==> config.mk <==
export PLATFORM = sky130hd
export DESIGN_NAME = sap1_out_display
export DESIGN_NICKNAME = d
export VERILOG_FILES = /design/src/rtl/sap1_pkg.sv /design/src/rtl/sap1_seg_decoder.sv /design/src/rtl/sap1_out_display.sv
export SDC_FILE = /design/constraint.sdc
export NUM_CORES = 1
export LEC_CHECK = 0
export CAP_MARGIN = 20
export CORE_ASPECT_RATIO = 1.4
export CORE_MARGIN = 1
export CORE_UTILIZATION = 48
export DETAILED_ROUTE_END_ITERATION = 10
export PLACE_DENSITY = 0.75
export RECOVER_POWER = 25
export SLEW_MARGIN = 20
export SYNTH_ARGS = -nofsm -noshare
export SYNTH_HDL_FRONTEND = slang
export SYNTH_SLANG_ARGS = --single-unit
export TNS_END_PERCENT = 50
==> constraint.sdc <==
create_clock -name clk -period 1.6 [get_ports clk]
set_input_delay 0.32 -clock clk [delete_from_list [all_inputs] [get_ports clk]]
set_output_delay 0.32 -clock clk [all_outputs]
set_load 0.05 [all_outputs]
==> src/rtl/sap1_pkg.sv <==
// Shared definitions for the SAP-1 output display stage: FSM encoding,
// datapath widths, 7-segment digit patterns and the double-dabble step.
package sap1_pkg;

  localparam int DATA_W  = 8;
  localparam int BCD_W   = 12;
  localparam int SHIFT_W = BCD_W + DATA_W;

  typedef enum logic [1:0] {
    IDLE   = 2'd0,
    CONV   = 2'd1,
    COMMIT = 2'd2
  } state_t;

  // Active-high segment patterns, bit order {g,f,e,d,c,b,a}
  localparam logic [6:0] SEG_0     = 7'h3F;
  localparam logic [6:0] SEG_1     = 7'h06;
  localparam logic [6:0] SEG_2     = 7'h5B;
  localparam logic [6:0] SEG_3     = 7'h4F;
  localparam logic [6:0] SEG_4     = 7'h66;
  localparam logic [6:0] SEG_5     = 7'h6D;
  localparam logic [6:0] SEG_6     = 7'h7D;
  localparam logic [6:0] SEG_7     = 7'h07;
  localparam logic [6:0] SEG_8     = 7'h7F;
  localparam logic [6:0] SEG_9     = 7'h6F;
  localparam logic [6:0] SEG_BLANK = 7'h00;

  // One double-dabble iteration: add 3 to every BCD nibble >= 5, then shift
  // the whole {hund,tens,units,bin} register left by one.
  function automatic logic [SHIFT_W-1:0] dd_step(input logic [SHIFT_W-1:0] s);
    logic [SHIFT_W-1:0] t;
    t = s;
    for (int i = 0; i < 3; i++) begin
      if (t[DATA_W+4*i +: 4] >= 4'd5) begin
        t[DATA_W+4*i +: 4] = t[DATA_W+4*i +: 4] + 4'd3;
      end
    end
    return {t[SHIFT_W-2:0], 1'b0};
  endfunction

endpackage

==> src/rtl/sap1_seg_decoder.sv <==
// Combinational BCD digit to active-high 7-segment pattern.
// Codes 10..15 cannot come out of the converter and are shown blank.
module sap1_seg_decoder
  import sap1_pkg::*;
(
  input  logic [3:0] digit,
  input  logic       blank,
  output logic [6:0] seg
);

  // Digit lookup with forced blank override
  always_comb begin
    seg = SEG_BLANK;
    if (!blank) begin
      case (digit)
        4'd0:    seg = SEG_0;
        4'd1:    seg = SEG_1;
        4'd2:    seg = SEG_2;
        4'd3:    seg = SEG_3;
        4'd4:    seg = SEG_4;
        4'd5:    seg = SEG_5;
        4'd6:    seg = SEG_6;
        4'd7:    seg = SEG_7;
        4'd8:    seg = SEG_8;
        4'd9:    seg = SEG_9;
        default: seg = SEG_BLANK;
      endcase
    end
  end

endmodule

==> src/rtl/sap1_out_display.sv <==
// SAP-1 output port display stage: captures the accumulator byte on LO,
// converts it to BCD with a one-bit-per-clock double-dabble, and scans the
// committed value onto a 3-digit multiplexed 7-segment display. Also holds
// a sticky halt indicator.
//
// state  | meaning
// IDLE   | waiting for lo; display shows last committed value
// CONV   | 8 double-dabble iterations, iter 0..7
// COMMIT | copy converted BCD to bcd, pulse done on the following cycle
module sap1_out_display
  import sap1_pkg::*;
#(
  parameter int REFRESH_DIV = 16,
  parameter int SEG_ACT_LOW = 1,
  parameter int BLANK_LEAD  = 1
) (
  input  logic              clk,
  input  logic              rst,
  input  logic              lo,
  input  logic [DATA_W-1:0] data_in,
  input  logic              hlt,
  output logic [DATA_W-1:0] out_reg,
  output logic              busy,
  output logic              done,
  output logic [BCD_W-1:0]  bcd,
  output logic [6:0]        seg,
  output logic [2:0]        an,
  output logic              halted
);

  localparam int CNT_W = (REFRESH_DIV > 2) ? $clog2(REFRESH_DIV) : 1;
  localparam logic [CNT_W-1:0] CNT_LAST = CNT_W'(REFRESH_DIV - 1);
  localparam logic [6:0] SEG_OFF = (SEG_ACT_LOW != 0) ? 7'h7F : 7'h00;
  localparam logic [2:0] AN_OFF  = (SEG_ACT_LOW != 0) ? 3'b111 : 3'b000;

  state_t              state_q, state_d;
  logic [2:0]          iter_q;
  logic [SHIFT_W-1:0]  shift_q;
  logic [DATA_W-1:0]   out_reg_q;
  logic [BCD_W-1:0]    bcd_q;
  logic                done_q;
  logic                commit_en;
  logic                halted_q;

  logic [CNT_W-1:0]    refresh_cnt;
  logic [1:0]          scan_idx;
  logic [3:0]          digit_sel;
  logic                blank_sel;
  logic [6:0]          seg_raw;
  logic [2:0]          an_raw;
  logic [6:0]          seg_q;
  logic [2:0]          an_q;

  // FSM state register
  always_ff @(posedge clk or negedge rst) begin
    if (!rst) begin
      state_q <= IDLE;
    end else begin
      state_q <= state_d;
    end
  end

  // Next state; a load strobe in any state (re)starts a conversion
  always_comb begin
    state_d   = state_q;
    commit_en = 1'b0;
    if (lo) begin
      state_d = CONV;
    end else begin
      case (state_q)
        IDLE:    state_d = IDLE;
        CONV:    if (iter_q == 3'd7) state_d = COMMIT;
        COMMIT: begin
          state_d   = IDLE;
          commit_en = 1'b1;
        end
        default: state_d = IDLE;
      endcase
    end
  end

  // Capture, double-dabble iteration and commit of the BCD result
  always_ff @(posedge clk or negedge rst) begin
    if (!rst) begin
      out_reg_q <= '0;
      shift_q   <= '0;
      iter_q    <= '0;
      bcd_q     <= '0;
      done_q    <= 1'b0;
    end else begin
      if (lo) begin
        out_reg_q <= data_in;
        shift_q   <= {{BCD_W{1'b0}}, data_in};
        iter_q    <= '0;
      end else if (state_q == CONV) begin
        shift_q <= dd_step(shift_q);
        iter_q  <= iter_q + 3'd1;
      end
      done_q <= commit_en;
      if (commit_en) begin
        bcd_q <= shift_q[SHIFT_W-1:DATA_W];
      end
    end
  end

  // Sticky halt indicator, cleared only by reset
  always_ff @(posedge clk or negedge rst) begin
    if (!rst) begin
      halted_q <= 1'b0;
    end else if (hlt) begin
      halted_q <= 1'b1;
    end
  end

  // Refresh prescaler and digit scan index 0 -> 1 -> 2 -> 0
  always_ff @(posedge clk or negedge rst) begin
    if (!rst) begin
      refresh_cnt <= '0;
      scan_idx    <= 2'd0;
    end else if (refresh_cnt == CNT_LAST) begin
      refresh_cnt <= '0;
      scan_idx    <= (scan_idx == 2'd2) ? 2'd0 : scan_idx + 2'd1;
    end else begin
      refresh_cnt <= refresh_cnt + CNT_W'(1);
    end
  end

  // Digit select and leading-zero blanking from the committed value only
  always_comb begin
    digit_sel = 4'd0;
    blank_sel = 1'b1;
    an_raw    = 3'b000;
    case (scan_idx)
      2'd0: begin
        digit_sel = bcd_q[3:0];
        blank_sel = 1'b0;
        an_raw    = 3'b001;
      end
      2'd1: begin
        digit_sel = bcd_q[7:4];
        blank_sel = (BLANK_LEAD != 0) && (bcd_q[11:8] == 4'd0) && (bcd_q[7:4] == 4'd0);
        an_raw    = 3'b010;
      end
      2'd2: begin
        digit_sel = bcd_q[11:8];
        blank_sel = (BLANK_LEAD != 0) && (bcd_q[11:8] == 4'd0);
        an_raw    = 3'b100;
      end
      default: begin
        digit_sel = 4'd0;
        blank_sel = 1'b1;
        an_raw    = 3'b000;
      end
    endcase
  end

  sap1_seg_decoder u_seg_decoder (
    .digit (digit_sel),
    .blank (blank_sel),
    .seg   (seg_raw)
  );

  // Registered display drive with output polarity applied
  always_ff @(posedge clk or negedge rst) begin
    if (!rst) begin
      seg_q <= SEG_OFF;
      an_q  <= AN_OFF;
    end else if (SEG_ACT_LOW != 0) begin
      seg_q <= ~seg_raw;
      an_q  <= ~an_raw;
    end else begin
      seg_q <= seg_raw;
      an_q  <= an_raw;
    end
  end

  assign out_reg = out_reg_q;
  assign busy    = (state_q != IDLE);
  assign done    = done_q;
  assign bcd     = bcd_q;
  assign seg     = seg_q;
  assign an      = an_q;
  assign halted  = halted_q;

endmodule

==> reports/qor.yml <==
synth_warnings: 0
pre_cts_slack_ns: -0.0668
place.gp.congestion: 0.843
grt.overflow.total: 0
final-setup-viol-count: 0
postSynthNetCount: 302
fin_area_sq_um: 4140
die_area_sq_um: 6490
slew-limit-headroom_pct: 44.4
path_class_of_the_lowest_slack_min_delay_path: "reg -> reg"
initial_standard_cell_utilization_of_the_core_pct: 50.2
cp.buffers_inverters: 1
clk-insertion-delay-late_ns: 0.34
finalWirelength_um: 6020
post_synth_inst_count: 276
drt-initial-drc-count: 189
grt_setup_unrepaired: "yes"
power.static_leakage_nw: 1.93
pwr_density_cell_nw_per_um2: 887
crit_path_end_kind: "flip-flop"
hpwl_um: 4150
grt_first_pass_wirelength_um: 9960
antenna_cells: 0
drt_pre_antenna_iters: 4
max_clock_freq_mhz: 626
tritoncts_buffer_count: 9
route.detailed.vias_per_inst: 5.26
chipHeight_um: 94.9
timing.critical_path.cells: "and2b_4 -> a21oi_2 -> inv_2 -> ha_4 -> o22ai_2 -> nor2_1 -> o21ai_1"
dpl-instance-area_sq_um: 3830
final-hold-violation-count: 0
crit_path_top_delay_cell: "dfrtp_2"
postLayoutSetupSlackWorst_ns: 0.00291
nNetsFinal: 372
path_clk_slew_ns: 0.07
antenna_found_initial: 0
via_count: 2215
remaining_drc_errors: 0
final.period_utilization_pct: 99.8
timing.final.crit_period_ns: 1.60
largest_register_ffs: 20
rows: 33
clockBufferDepth: 2
synthArstFlopShare_pct: 100
drt.antenna.violating_nets: 0
synth_seq_area_share_pct: 53.7
hold_ws_ns: 0.483
synth.ff_latch_count: 63
postSynthAreaPerCell_sq_um: 10.7
status: "complete, no violations"
wl_per_cell_um: 14.3
cap_violations: 0
finish.cell_count_without_fillers: 421
cts_htree_levels: 3
dominantRegCellSynth: "dfrtp_1"
largest_net_degree_at_the_start_of_global_routing: 64
area_growth_syn_to_layout_pct: 39.8
timing.critical_path.max_delay_family: "flip-flops"
ir_worst_vdd_v: 0.000692
layout_common_cells: "dfrtp_1, buf_4, nand2_1"
postLayoutCoreUtil_pct: 70.1
tritoncts_num_sinks: 63
cts_tree: "built"
grt_util_all_layers_pct: 21.2
data_required_time_at_the_worst_endpoint_ns: 1.88
chipWidth_um: 68.4
worst_setup_sp_type: "flip-flop"
slew_viol_final: 0
setup.reg_to_reg.worst_slack_ns: 0.003
cts-root-buf: "clkbuf_8"
layout.cells.most_common: "dfrtp_1"
synth_cell_type_count: 40
floorplan.core_area_sq_um: 5900
worst_r2r_endpoint: "seg[4]$_DFF_PN1_"
final_layout_size_suffix_gt1_share_pct: 34.8
arrival_ns: 1.88
worstReg2RegStart: "scan_idx[0]$_DFFE_PN0N_"
crit_path_max_fanout: 7
num_io_pins: 45
hold_end: "halted$_DFFE_PN0P_"
critical_path.max_stage_delay_ns: 0.48
grt_pass1_vias: 2120
timing.reg2reg.worst_path_depth: 7
worstMarginPinSlew_ns: 0.834
place_inst: 404
synthesis.area_sq_um: 2960
min_delay_path_depth: 1
number_of_enable_type_register_cells_in_the_synthesized_netlist: 0
finalClockSkew_ns: 0.00604
numPortBuffers: 44
worst_hold_startpoint: "halted$_DFFE_PN0P_"
timing_worst_setup_path_type: "reg -> reg"
area by class of cell:
class	instances	area, sq um
well taps	70	87.6
repair buffers	70	830
clock buffers	10	138
clock inverters	6	108
inverters	18	67.6
flip-flops and latches	63	1590
multi-input cells	184	1320
fillers	412	1760
power breakdown:
| group | switching (W) | internal, W | leakage [nW] | total [W] |
|---|---|---|---|---|
| clock network | 0.000621 | 0.00107 | 0.122 | 0.00169 |
| logic | 0.000184 | 0.000110 | 1.01 | 0.000294 |
| registers | 0.0000400 | 0.00165 | 0.791 | 0.00169 |
logic make-up (layout without fill, tap and decap cells):
family / after synthesis / after routing / share of synthesized area, %
XOR/XNOR: 7 / 7 / 2.07
AND/OR/NAND/NOR: 71 / 71 / 11.5
buffers and inverters: 29 / 104 / 4.18
multiplexers: 27 / 27 / 9.63
AO/OA/AOI/OAI: 65 / 65 / 13.0
adder cells (fa/ha/maj): 14 / 14 / 5.91
flip-flops: 63 / 63 / 53.7
synthesized netlist by cell type (2+ instances only):
| cell type | n | area (sq um) |
|---|---|---|
| a21oi_1 | 20 | 100 |
| dfrtp_1 | 53 | 1330 |
| nor3_1 | 2 | 10.0 |
| or2_2 | 3 | 18.8 |
| inv_1 | 17 | 63.8 |
| o21ai_1 | 5 | 25.0 |
| and2_1 | 2 | 12.5 |
| o22ai_1 | 2 | 12.5 |
| nand2_1 | 32 | 120 |
| o21ai_0 | 29 | 145 |
| nand3_1 | 5 | 25.0 |
| mux2i_1 | 15 | 150 |
| xor2_1 | 3 | 26.3 |
| nor2_1 | 13 | 48.8 |
| dfstp_2 | 10 | 263 |
| nand2b_1 | 7 | 43.8 |
| ha_1 | 14 | 175 |
| mux2_2 | 12 | 135 |
| buf_2 | 3 | 15.0 |
| clkbuf_1 | 6 | 22.5 |
| xnor2_1 | 4 | 35.0 |
worst max path at each step:
| stage | endpoint | startpoint | cells after the start | slack [ns] |
|---|---|---|---|---|
| after detailed placement | seg[4]$_DFF_PN1_ | scan_idx[0]$_DFFE_PN0N_ | 8 | -0.07 |
| after global routing | seg[3]$_DFF_PN1_ | scan_idx[0]$_DFFE_PN0N_ | 7 | -0.09 |
| after floorplan | seg[6]$_DFF_PN1_ | bcd[0]$_DFFE_PN0P_ | 6 | -0.006 |
| after CTS | seg[4]$_DFF_PN1_ | scan_idx[0]$_DFFE_PN0N_ | 7 | -0.003 |
| after global placement | bcd[5]$_DFFE_PN0P_ | lo | 4 | -0.04 |
| final | seg[4]$_DFF_PN1_ | scan_idx[0]$_DFFE_PN0N_ | 7 | 0.003 |
stage by stage:
step	TNS [ns]	power (W)
4_1_cts	-0.00255	0.00369
2_1_floorplan	-0.00634	0.00188
3_3_place_gp	-0.403	0.00200
6_report	0	0.00367
3_5_place_dp	-0.676	0.00201
5_1_grt	-0.559	0.00381
repair_timing:
action,CTS,global route
hold buffers,1,0
hold endpoints to repair,44,0
gates resized for setup,4,10
pin swaps,3,5
buffers inserted,0,0
setup endpoints to repair,6,16
metal layers:
layer | vias to the layer above | GRT usage (%) | part of all wire, % | routed length (um)
met3 | 15 | 3.62 | 2.7 | 161
met5 | - | 0 | 0 | 0
met4 | 0 | 11.5 | 2.6 | 155
met2 | 57 | 33.9 | 52 | 3150
li1 | 1074 | - | - | -
met1 | 1069 | 26.7 | 42 | 2560
No activity file was read; power rests on OpenSTA's default activity.
